<file path="config.mk">
export PLATFORM = sky130hd
export DESIGN_NAME = jbi_jpack_fc_ctl_flat
export DESIGN_NICKNAME = d
export VERILOG_FILES = /design/src/rtl/jbi_jpack_pkg.sv /design/src/rtl/jbi_jpack_fc_ctl_if.sv /design/src/rtl/jbi_jpack_fc_hyst.sv /design/src/rtl/jbi_jpack_fc_ctl.sv /design/src/flat_wrapper.sv
export SDC_FILE = /design/constraint.sdc
export NUM_CORES = 1
export LEC_CHECK = 0
export CORE_MARGIN = 1
export CORE_UTILIZATION = 45
export DETAILED_ROUTE_END_ITERATION = 7
export DONT_BUFFER_PORTS = 1
export SYNTH_ARGS = -nofsm -noshare
export SYNTH_HDL_FRONTEND = slang
export SYNTH_SLANG_ARGS = --single-unit
</file>
<file path="constraint.sdc">
create_clock -name clk -period 1.8 [get_ports clk]
set_input_delay 0.54 -clock clk [delete_from_list [all_inputs] [get_ports clk]]
set_output_delay 0.54 -clock clk [all_outputs]
set_load 0.005 [all_outputs]
</file>
<file path="src/rtl/jbi_jpack_pkg.sv">
// Shared J_PACK definitions: channel indices, default flow-control thresholds,
// flow-control request encodings and the fixed-priority request picker.
package jbi_jpack_pkg;

  localparam int unsigned CH_AOK = 0;
  localparam int unsigned CH_DOK = 1;

  localparam logic [5:0] DEF_AOK_OFF_THR = 6'd40;
  localparam logic [5:0] DEF_AOK_ON_THR  = 6'd32;
  localparam logic [5:0] DEF_DOK_OFF_THR = 6'd40;
  localparam logic [5:0] DEF_DOK_ON_THR  = 6'd32;

  typedef enum logic [2:0] {
    JP_NONE    = 3'd0,
    JP_AOK_OFF = 3'd1,
    JP_DOK_OFF = 3'd2,
    JP_AOK_ON  = 3'd3,
    JP_DOK_ON  = 3'd4
  } jpack_fc_e;

  // OFF requests beat ON requests so the buffers are protected first.
  function automatic jpack_fc_e fc_pick(input logic [1:0] want_off, input logic [1:0] want_on);
    jpack_fc_e pick;
    if (want_off[CH_AOK])     pick = JP_AOK_OFF;
    else if (want_off[CH_DOK]) pick = JP_DOK_OFF;
    else if (want_on[CH_AOK])  pick = JP_AOK_ON;
    else if (want_on[CH_DOK])  pick = JP_DOK_ON;
    else                       pick = JP_NONE;
    return pick;
  endfunction

endpackage

</file>
<file path="src/rtl/jbi_jpack_fc_ctl_if.sv">
// Occupancy/CSR inputs and flow-control request outputs of the J_PACK FC scheduler.
interface jbi_jpack_fc_ctl_if #(
  parameter int CW     = 6,
  parameter int STAT_W = 16
);
  logic [CW-1:0]     aok_occ;
  logic [CW-1:0]     dok_occ;
  logic [CW-1:0]     csr_aok_off_thr;
  logic [CW-1:0]     csr_aok_on_thr;
  logic [CW-1:0]     csr_dok_off_thr;
  logic [CW-1:0]     csr_dok_on_thr;
  logic              csr_fc_dis;
  logic              dok_fatal_hold;
  logic              send_aok_off;
  logic              send_aok_on;
  logic              send_dok_off;
  logic              send_dok_on;
  logic              aok_is_on;
  logic              dok_is_on;
  logic [STAT_W-1:0] stat_aok_off_cnt;
  logic [STAT_W-1:0] stat_dok_off_cnt;

  modport master (
    output aok_occ, dok_occ, csr_aok_off_thr, csr_aok_on_thr,
           csr_dok_off_thr, csr_dok_on_thr, csr_fc_dis, dok_fatal_hold,
    input  send_aok_off, send_aok_on, send_dok_off, send_dok_on,
           aok_is_on, dok_is_on, stat_aok_off_cnt, stat_dok_off_cnt
  );

  modport slave (
    input  aok_occ, dok_occ, csr_aok_off_thr, csr_aok_on_thr,
           csr_dok_off_thr, csr_dok_on_thr, csr_fc_dis, dok_fatal_hold,
    output send_aok_off, send_aok_on, send_dok_off, send_dok_on,
           aok_is_on, dok_is_on, stat_aok_off_cnt, stat_dok_off_cnt
  );
endinterface

</file>
<file path="src/rtl/jbi_jpack_fc_hyst.sv">
// One flow-control channel: tracked bus on/off state plus threshold hysteresis compare.
module jbi_jpack_fc_hyst #(
  parameter int CW = 6
) (
  input  logic          clk,
  input  logic          rst,
  input  logic [CW-1:0] i_occ,
  input  logic [CW-1:0] i_off_thr,
  input  logic [CW-1:0] i_on_thr,
  input  logic          i_fc_dis,
  input  logic          i_issue_off,
  input  logic          i_issue_on,
  input  logic          i_force_on,
  output logic          o_is_on,
  output logic          o_want_off,
  output logic          o_want_on
);

  logic r_is_on;

  // Forced ON wins: the fatal burst itself puts ON on the bus.
  always_ff @(posedge clk or posedge rst) begin
    if (rst)              r_is_on <= 1'b1;
    else if (i_force_on)  r_is_on <= 1'b1;
    else if (i_issue_off) r_is_on <= 1'b0;
    else if (i_issue_on)  r_is_on <= 1'b1;
    else                  r_is_on <= r_is_on;
  end

  always_comb begin
    o_want_off = r_is_on & (i_occ >= i_off_thr) & ~i_fc_dis;
    o_want_on  = ~r_is_on & ((i_occ < i_on_thr) | i_fc_dis);
  end

  assign o_is_on = r_is_on;

endmodule

</file>
<file path="src/rtl/jbi_jpack_fc_ctl.sv">
// J_PACK flow-control scheduler: priority pick, request spacing, registered send pulses.
// Optional saturating OFF statistics are built when JBI_JPACK_FC_STATS_EN is defined.
module jbi_jpack_fc_ctl
  import jbi_jpack_pkg::*;
#(
  parameter int CW      = 6,
  parameter int MIN_GAP = 2,
  parameter int STAT_W  = 16
) (
  input  logic              clk,
  input  logic              rst,
  jbi_jpack_fc_ctl_if.slave bus
);

  localparam int GW = (MIN_GAP < 1) ? 1 : $clog2(MIN_GAP + 1);

  logic [GW-1:0] r_gap;
  logic [1:0]    w_want_off, w_want_on, w_is_on, w_issue_off, w_issue_on;
  jpack_fc_e     w_pick;
  logic          r_send_aok_off, r_send_aok_on, r_send_dok_off, r_send_dok_on;

  jbi_jpack_fc_hyst #(.CW(CW)) u_aok (
    .clk(clk), .rst(rst), .i_occ(bus.aok_occ),
    .i_off_thr(bus.csr_aok_off_thr), .i_on_thr(bus.csr_aok_on_thr),
    .i_fc_dis(bus.csr_fc_dis), .i_issue_off(w_issue_off[CH_AOK]),
    .i_issue_on(w_issue_on[CH_AOK]), .i_force_on(1'b0),
    .o_is_on(w_is_on[CH_AOK]), .o_want_off(w_want_off[CH_AOK]), .o_want_on(w_want_on[CH_AOK])
  );

  jbi_jpack_fc_hyst #(.CW(CW)) u_dok (
    .clk(clk), .rst(rst), .i_occ(bus.dok_occ),
    .i_off_thr(bus.csr_dok_off_thr), .i_on_thr(bus.csr_dok_on_thr),
    .i_fc_dis(bus.csr_fc_dis), .i_issue_off(w_issue_off[CH_DOK]),
    .i_issue_on(w_issue_on[CH_DOK]), .i_force_on(bus.dok_fatal_hold),
    .o_is_on(w_is_on[CH_DOK]), .o_want_off(w_want_off[CH_DOK]), .o_want_on(w_want_on[CH_DOK])
  );

  // Nothing is issued while spacing is pending or the fatal burst owns J_PACK.
  always_comb begin
    if ((r_gap == {GW{1'b0}}) && !bus.dok_fatal_hold) w_pick = fc_pick(w_want_off, w_want_on);
    else                                               w_pick = JP_NONE;
  end

  always_comb begin
    w_issue_off = 2'b00;
    w_issue_on  = 2'b00;
    case (w_pick)
      JP_AOK_OFF: w_issue_off[CH_AOK] = 1'b1;
      JP_DOK_OFF: w_issue_off[CH_DOK] = 1'b1;
      JP_AOK_ON:  w_issue_on[CH_AOK]  = 1'b1;
      JP_DOK_ON:  w_issue_on[CH_DOK]  = 1'b1;
      default: begin
        w_issue_off = 2'b00;
        w_issue_on  = 2'b00;
      end
    endcase
  end

  // Gap counter freezes during the fatal hold so spacing resumes where it left off.
  always_ff @(posedge clk or posedge rst) begin
    if (rst)                       r_gap <= {GW{1'b0}};
    else if (bus.dok_fatal_hold)   r_gap <= r_gap;
    else if (w_pick != JP_NONE)    r_gap <= GW'(MIN_GAP);
    else if (r_gap != {GW{1'b0}})  r_gap <= r_gap - GW'(1);
    else                           r_gap <= r_gap;
  end

  always_ff @(posedge clk or posedge rst) begin
    if (rst) begin
      r_send_aok_off <= 1'b0;
      r_send_dok_off <= 1'b0;
      r_send_aok_on  <= 1'b0;
      r_send_dok_on  <= 1'b0;
    end else begin
      r_send_aok_off <= w_issue_off[CH_AOK];
      r_send_dok_off <= w_issue_off[CH_DOK];
      r_send_aok_on  <= w_issue_on[CH_AOK];
      r_send_dok_on  <= w_issue_on[CH_DOK];
    end
  end

  assign bus.send_aok_off = r_send_aok_off;
  assign bus.send_dok_off = r_send_dok_off;
  assign bus.send_aok_on  = r_send_aok_on;
  assign bus.send_dok_on  = r_send_dok_on;
  assign bus.aok_is_on    = w_is_on[CH_AOK];
  assign bus.dok_is_on    = w_is_on[CH_DOK];

`ifdef JBI_JPACK_FC_STATS_EN
  logic [STAT_W-1:0] r_stat_aok_off, r_stat_dok_off;

  always_ff @(posedge clk or posedge rst) begin
    if (rst) begin
      r_stat_aok_off <= {STAT_W{1'b0}};
      r_stat_dok_off <= {STAT_W{1'b0}};
    end else begin
      if (w_issue_off[CH_AOK] && (r_stat_aok_off != {STAT_W{1'b1}}))
        r_stat_aok_off <= r_stat_aok_off + STAT_W'(1);
      else
        r_stat_aok_off <= r_stat_aok_off;
      if (w_issue_off[CH_DOK] && (r_stat_dok_off != {STAT_W{1'b1}}))
        r_stat_dok_off <= r_stat_dok_off + STAT_W'(1);
      else
        r_stat_dok_off <= r_stat_dok_off;
    end
  end

  assign bus.stat_aok_off_cnt = r_stat_aok_off;
  assign bus.stat_dok_off_cnt = r_stat_dok_off;
`else
  assign bus.stat_aok_off_cnt = {STAT_W{1'b0}};
  assign bus.stat_dok_off_cnt = {STAT_W{1'b0}};
`endif

endmodule

</file>
<file path="src/flat_wrapper.sv">
// flat-port wrapper written by rule: the top's interface ports become plain ports
module jbi_jpack_fc_ctl_flat import jbi_jpack_pkg::*;
#(
  parameter int CW      = 6,
  parameter int MIN_GAP = 2,
  parameter int STAT_W  = 16
)
  (clk, rst, bus_aok_occ, bus_dok_occ, bus_csr_aok_off_thr, bus_csr_aok_on_thr, bus_csr_dok_off_thr, bus_csr_dok_on_thr, bus_csr_fc_dis, bus_dok_fatal_hold, bus_send_aok_off, bus_send_aok_on, bus_send_dok_off, bus_send_dok_on, bus_aok_is_on, bus_dok_is_on, bus_stat_aok_off_cnt, bus_stat_dok_off_cnt);
  jbi_jpack_fc_ctl_if #(.CW(CW), .STAT_W(STAT_W)) bus_i ();
  input  logic clk;
  input  logic rst;
  input wire logic [$bits(bus_i.aok_occ)-1:0] bus_aok_occ;
  input wire logic [$bits(bus_i.dok_occ)-1:0] bus_dok_occ;
  input wire logic [$bits(bus_i.csr_aok_off_thr)-1:0] bus_csr_aok_off_thr;
  input wire logic [$bits(bus_i.csr_aok_on_thr)-1:0] bus_csr_aok_on_thr;
  input wire logic [$bits(bus_i.csr_dok_off_thr)-1:0] bus_csr_dok_off_thr;
  input wire logic [$bits(bus_i.csr_dok_on_thr)-1:0] bus_csr_dok_on_thr;
  input wire logic [$bits(bus_i.csr_fc_dis)-1:0] bus_csr_fc_dis;
  input wire logic [$bits(bus_i.dok_fatal_hold)-1:0] bus_dok_fatal_hold;
  output wire logic [$bits(bus_i.send_aok_off)-1:0] bus_send_aok_off;
  output wire logic [$bits(bus_i.send_aok_on)-1:0] bus_send_aok_on;
  output wire logic [$bits(bus_i.send_dok_off)-1:0] bus_send_dok_off;
  output wire logic [$bits(bus_i.send_dok_on)-1:0] bus_send_dok_on;
  output wire logic [$bits(bus_i.aok_is_on)-1:0] bus_aok_is_on;
  output wire logic [$bits(bus_i.dok_is_on)-1:0] bus_dok_is_on;
  output wire logic [$bits(bus_i.stat_aok_off_cnt)-1:0] bus_stat_aok_off_cnt;
  output wire logic [$bits(bus_i.stat_dok_off_cnt)-1:0] bus_stat_dok_off_cnt;
  assign bus_i.aok_occ = bus_aok_occ;
  assign bus_i.dok_occ = bus_dok_occ;
  assign bus_i.csr_aok_off_thr = bus_csr_aok_off_thr;
  assign bus_i.csr_aok_on_thr = bus_csr_aok_on_thr;
  assign bus_i.csr_dok_off_thr = bus_csr_dok_off_thr;
  assign bus_i.csr_dok_on_thr = bus_csr_dok_on_thr;
  assign bus_i.csr_fc_dis = bus_csr_fc_dis;
  assign bus_i.dok_fatal_hold = bus_dok_fatal_hold;
  assign bus_send_aok_off = bus_i.send_aok_off;
  assign bus_send_aok_on = bus_i.send_aok_on;
  assign bus_send_dok_off = bus_i.send_dok_off;
  assign bus_send_dok_on = bus_i.send_dok_on;
  assign bus_aok_is_on = bus_i.aok_is_on;
  assign bus_dok_is_on = bus_i.dok_is_on;
  assign bus_stat_aok_off_cnt = bus_i.stat_aok_off_cnt;
  assign bus_stat_dok_off_cnt = bus_i.stat_dok_off_cnt;
  jbi_jpack_fc_ctl #(.CW(CW), .MIN_GAP(MIN_GAP), .STAT_W(STAT_W)) u_core (.clk(clk), .rst(rst), .bus(bus_i));
endmodule
</file>
# Word level (Yosys, flattened, before mapping)
# Cells that the tools add are included.
# totals
out_inout_bits,38
inputBits,40
register_bits,8
word_cells,53
# classes
n_reduce_logical,9
addsub,1
n_bitwise,12
mux,16
n_eq_ne,4
n_lt_le_gt_ge,4
# op_table
cell,count
3-bit two-way mux,5
6-bit greater-or-equal comparator,2
6-bit < comparator,2
1-bit two-way mux,9
1-bit bitwise AND,6
3-bit by 2-bit equality test with 1-bit output (second input constant),2
2-bit nonzero test,3
3-bit nonzero test,2
2-bit two-way mux,2
1-bit inverter,4
3-bit by 1-bit equality test with 1-bit output (second input constant),1
3-bit equality test (second input constant),1
2-bit logical NOT,1
1-bit OR,2
2-bit AND reduction,1
2-bit by 1-bit subtractor with 2-bit output (second input constant),1
1-bit logical AND,1
1-bit logical NOT,1

# Longest topological paths before layout
# Gate-level depths: netlist of the first run.
# logic_depth
word_depth,13
ltp_mapped,7
ltp_nobuf,7

# Cells and area by module
# From an unflattened synthesis of the first run, not the netlist that was laid out.
# hier_totals
hier_cells,140
area_unflattened_um2,1181.1
# modules_own_cells
mod,cells_per_inst,instances,seq_area_each_um2,area_per_inst_um2
jbi_jpack_fc_hyst,42,2,26.3,331.6
jbi_jpack_fc_ctl,56,1,150.1,518.0

# Worst setup path after synthesis of the first run
# OpenSTA, ideal clock, no wires.
# synth_path
path_kind,in2reg
startpoint,in bus_csr_aok_off_thr[5]
endpoint,reg u_core.r_gap[1]
arrival_time_ns,1.874
slack_ns,-0.198
n_path_buf,0
t_required_ns,1.676
setup_ns,0.124
cell_stages,7
path_cell_list,inv_1 -> ha_1 -> a211o_1 -> o221a_4 -> o31ai_4 -> nand3_4 -> o31a_1
# synth_between
elab_chain_len,8
word_cells_on_any_way,9
cone_classes,1 x order compare; 3 x mux; 2 x bitwise; 3 x reduce/logical
# synth_lines
item,line,source
"start, declared",flat_wrapper.sv:14,input wire logic [$bits(bus_i.csr_aok_off_thr)-1:0] bus_csr_aok_off_thr;
6-bit greater-or-equal comparator (*),jbi_jpack_fc_hyst.sv:31,o_want_off = r_is_on & (i_occ >= i_off_thr) & ~i_fc_dis;
1-bit bitwise AND (*) (2 in series),jbi_jpack_fc_hyst.sv:31,
3-bit two-way mux (*),jbi_jpack_pkg.sv:24,if (want_off[CH_AOK]) pick = JP_AOK_OFF;
3-bit two-way mux (*),jbi_jpack_fc_ctl.sv:40,"if ((r_gap == {GW{1'b0}}) && !bus.dok_fatal_hold) w_pick = fc_pick(w_want_off, w_want_on);"
3-bit nonzero test (*),jbi_jpack_fc_ctl.sv:63,else if (w_pick != JP_NONE) r_gap <= GW'(MIN_GAP);
2-bit nonzero test (no source line),--,
2-bit AND reduction (no source line),--,
"end signal, assigned",jbi_jpack_fc_ctl.sv:63,
"end signal, assigned",jbi_jpack_fc_ctl.sv:64,else if (r_gap != {GW{1'b0}}) r_gap <= r_gap - GW'(1);
"end signal, assigned",jbi_jpack_fc_ctl.sv:65,else r_gap <= r_gap;
"end, declared",jbi_jpack_fc_ctl.sv:17,logic [GW-1:0] r_gap;
# Every way passes the cells marked *; elsewhere a longest branch is shown, timed or not.
# A chain may end at the register's enable or synchronous reset.

# Worst setup path in the final report of the first run
# layout_path
startpoint,in bus_aok_occ[5]
endpoint,reg u_core.r_gap[1]
# layout_between
elab_chain_len,10
word_cells_on_any_way,14
cone_classes,2 x order compare; 5 x mux; 4 x bitwise; 3 x reduce/logical
# layout_lines
item,line,source
"start, declared",flat_wrapper.sv:12,input wire logic [$bits(bus_i.aok_occ)-1:0] bus_aok_occ;
6-bit < comparator,jbi_jpack_fc_hyst.sv:32,o_want_on = ~r_is_on & ((i_occ < i_on_thr) | i_fc_dis);
1-bit OR,jbi_jpack_fc_hyst.sv:32,
1-bit bitwise AND,jbi_jpack_fc_hyst.sv:32,
3-bit two-way mux,jbi_jpack_pkg.sv:26,else if (want_on[CH_AOK]) pick = JP_AOK_ON;
3-bit two-way mux,jbi_jpack_pkg.sv:25,else if (want_off[CH_DOK]) pick = JP_DOK_OFF;
3-bit two-way mux (*),jbi_jpack_pkg.sv:24,
3-bit two-way mux (*),jbi_jpack_fc_ctl.sv:40,
3-bit nonzero test (*),jbi_jpack_fc_ctl.sv:63,
2-bit nonzero test (no source line),--,
2-bit AND reduction (no source line),--,
# Marks and branches as above.

==> impl_metrics.tcl, run 1 <==
set metrics [dict create \
    run_status "finished, final reports clean" \
    synth_mux_area_share_pct 0 \
    p_per_area_nw_per_um2 647 \
    seq_area_frac_synth_pct 16.8 \
    cpPeakStageDelay_ps 360 \
    layout_setup_ws_ps 117 \
    yosysMostFrequentCell "buf_4" \
    synth_fa_ha_area_share_pct 23.8 \
    final_cells 179 \
    skew_ps 3.32 \
    timing.rr.start "u_core.r_gap[0]" \
    antenna_cells 0 \
    async_flop_share_pct 100 \
    dieArea_um2 2900 \
    cp_max_fo 4 \
    ys.flop_type "dfrtp_1" \
    wirelength_um 2000 \
    syn_area_per_cell_um2 8.40 \
    ys_top_cells_by_area "ha_1 (24%), buf_4 (20%), dfrtp_1 (12%), inv_1 (8.7%), dfstp_2 (4.3%)" \
    via_count 862 \
    cts-root-buf "clkbuf_4" \
    drtIter0Drc 4 \
    cp_slowest_cell "o31ai_4" \
    hold_path_class "in -> async" \
    die_h_um 53.9 \
    critPathCaptureType "register" \
    grt_usage_pct 13.8 \
    grt_pass1_wl_um 2910 \
    clk_latency_ps 250 \
    ant_nets 0 \
    synth-simple-area-share_pct 11.7 \
    avgRoutedWirePerCell_um 11.2 \
    rsz0062_at_grt "no" \
    vias_per_cell 4.82 \
    dpl.hpwl_um 1810 \
    ios 78 \
    floorplan.core_area_um2 2500 \
    ys_warn_count 0 \
    dieWidth_um 53.9 \
    synth_xor_area_share_pct 0 \
    synth_top_cell_by_area "ha_1" \
    cap_violations 0 \
    pre_cts_slack_ps -176 \
    fp-row-count 18 \
    yosys-top-cells-count "buf_4 (32), inv_1 (28), ha_1 (23)" \
    start_util_pct 48.4 \
    ir_drop_mv 0.396 \
    grt_max_degree 10 \
    drc 0 \
    whs_ps 104 \
    synth-seq-cells 8 \
    post_cts_buffers 0 \
    gp_congestion 0.771 \
    drive_gt1_share_pct 12.8 \
    cts.clk_slew.worst_paths_ps 60 \
    clock_sinks 8 \
    drv_slew 0 \
    power.leakage_nw 0.676 \
    crit_chain "ha_4 > a211o_1 > o31ai_4 > nand3_4 > o31a_1" \
    place_inst 176 \
    htreeDepth 1 \
    clockBufferDepth 2 \
    arrival_ps 1820 \
    grt_pass1_vias 759 \
    worstSetupStartpointType "primary input" \
    fin_crit_sh_pct 93.5 \
    setup_viol 0 \
    cp-startpoint "bus_aok_occ[5]" \
    fin_crit_ps 1680 \
    syn_inst 144 \
    port_buffers 0 \
    drtPass1Iterations 2 \
    synth_top_area_share_pct 23.8 \
    syn_to_final_growth_pct -1.34 \
    final_net_count 214 \
    cts-buffers-inserted 3 \
    hold_viol_final 0 \
    synth_edf_count 0 \
    critical_path_required_ps 1940 \
    worstSetupPathType "in -> reg" \
    synth_compound_area_share_pct 18.5 \
    synth_top_family_by_area "buffers and inverters" \
    syn_area_um2 1210 \
    grt_antenna_before_repair 0 \
    setup_tns_ps 0 \
    cts_tree "yes" \
    grt-ovfl-total 0 \
    max_clock_freq_ghz 0.594 \
    netlist-cell-type-count 35 \
    fillers 266 \
]
-- power by group --
| group | total (mW) | switching (mW) | leakage [nW] | internal, mW |
|---|---|---|---|---|
| Combinational | 0.366 | 0.193 | 0.563 | 0.173 |
| Sequential | 0.268 | 0.0375 | 0.0998 | 0.231 |
| Clock | 0.138 | 0.0621 | 0.0138 | 0.0764 |
| Total | 0.773 | 0.293 | 0.676 | 0.480 |
-- through the flow --
step                cell area (µm²)  power [mW]  utilization (%)
floorplan                      1340       0.609                -
global placement               1170       0.618             46.6
detailed placement             1170       0.635             46.6
CTS                            1190       0.777             47.5
global route                   1190       0.843             47.7
finish                         1190       0.773             47.7
-- flip-flops by register name, indices dropped and copies added (netlist names) --
signal                   cells
u_core.bus.send_dok_on       1
u_core.bus.send_aok_on       1
u_core.bus.send_aok_off      1
u_core.u_dok.o_is_on         1
u_core.r_gap                 2
u_core.bus.send_dok_off      1
u_core.u_aok.o_is_on         1
-- what timing repair did --
item	in CTS	in global routing
hold buffers	0	0
gates resized for setup	0	1
setup endpoints to repair	0	1
-- worst paths after layout --
path	cells past startpoint	slack (ps)	end
min in group clk	1	350	u_core.bus.send_dok_off
worst min-delay path	1	100	u_core.r_gap[1]
max in group asynchronous	1	1420	u_core.u_dok.o_is_on
worst max register to register	5	320	u_core.u_aok.o_is_on
worst max-delay path	5	120	u_core.r_gap[1]
worst min register to register	1	530	u_core.r_gap[1]
-- area by class of cell --
type / count / area (µm²) / area share [%]
Timing Repair Buffer: 4 / 30.0 / 2.52
Clock buffer: 3 / 22.5 / 1.89
Inverter: 28 / 110 / 9.22
Tap cell: 30 / 37.5 / 3.14
Sequential cell: 8 / 203 / 17.0
Multi-Input combinational cell: 106 / 791 / 66.2
-- logic make-up after synthesis --
| kind of cell | Yosys count |
|---|---|
| buffers and inverters | 61 |
| DFF | 8 |
| other | 1 |
| AOI/OAI and AO/OA | 28 |
| adders and majority gates | 23 |
| and+or+nand+nor | 23 |
-- worst max-delay path, delay by kind of cell --
kind | cells | cell delay, ps
compound gates | 3 | 950
fa+ha+maj | 1 | 220
simple gates | 1 | 110
-- layout by cell type (no fill, tap or decap) --
cell / count
o21ai_1: 2
o221a_4: 1
nor3_1: 3
nor2b_1: 1
o31ai_4: 1
or2_0: 1
o31ai_2: 1
ha_4: 1
nor2_1: 5
conb_1: 32
inv_6: 1
a211oi_2: 1
o221a_2: 2
a21bo_2: 1
nor3b_1: 1
o21a_1: 1
o22a_1: 1
nand3_4: 1
inv_1: 27
dfrtp_1: 6
a211oi_1: 1
clkbuf_4: 3
nand3_1: 1
nand3b_1: 2
o21ai_0: 1
nand2_1: 2
o31a_1: 1
nand4_1: 1
o31ai_1: 1
a21o_1: 1
a2bb2oi_1: 1
a211o_1: 1
a21oi_1: 10
dfstp_2: 2
nand2b_1: 4
nand4bb_1: 1
ha_1: 22
buf_4: 4
-- layer usage --
metal | global-route usage [%] | up-vias | routed length [µm]
met5 | 0 | - | 0
li1 | - | 428 | -
met3 | 2.54 | 0 | 189
met2 | 27.6 | 55 | 1020
met4 | 5.26 | 0 | 0
met1 | 13.7 | 379 | 796
Note: power is estimated with default switching activity, not from simulation.
==> run 2, diff against run 1 <==
--- a/config.mk
+++ b/config.mk
@@ -7,6 +7,7 @@
 export LEC_CHECK = 0
 export CORE_MARGIN = 1
 export CORE_UTILIZATION = 45
+export CTS_CLUSTER_DIAMETER = 200
 export DETAILED_ROUTE_END_ITERATION = 7
 export DONT_BUFFER_PORTS = 1
 export SYNTH_ARGS = -nofsm -noshare
==> results of run 2 <==
Same layout as run 1: the final DEF is identical, and so are final timing and power.
==> run 3, diff against run 2 <==
--- a/config.mk
+++ b/config.mk
@@ -5,11 +5,11 @@
 export SDC_FILE = /design/constraint.sdc
 export NUM_CORES = 1
 export LEC_CHECK = 0
-export CORE_MARGIN = 1
 export CORE_UTILIZATION = 45
 export CTS_CLUSTER_DIAMETER = 200
 export DETAILED_ROUTE_END_ITERATION = 7
 export DONT_BUFFER_PORTS = 1
+export SLEW_MARGIN = 20
 export SYNTH_ARGS = -nofsm -noshare
 export SYNTH_HDL_FRONTEND = slang
 export SYNTH_SLANG_ARGS = --single-unit
==> results of run 3 <==
Same layout as run 1: the final DEF is identical, and so are final timing and power.
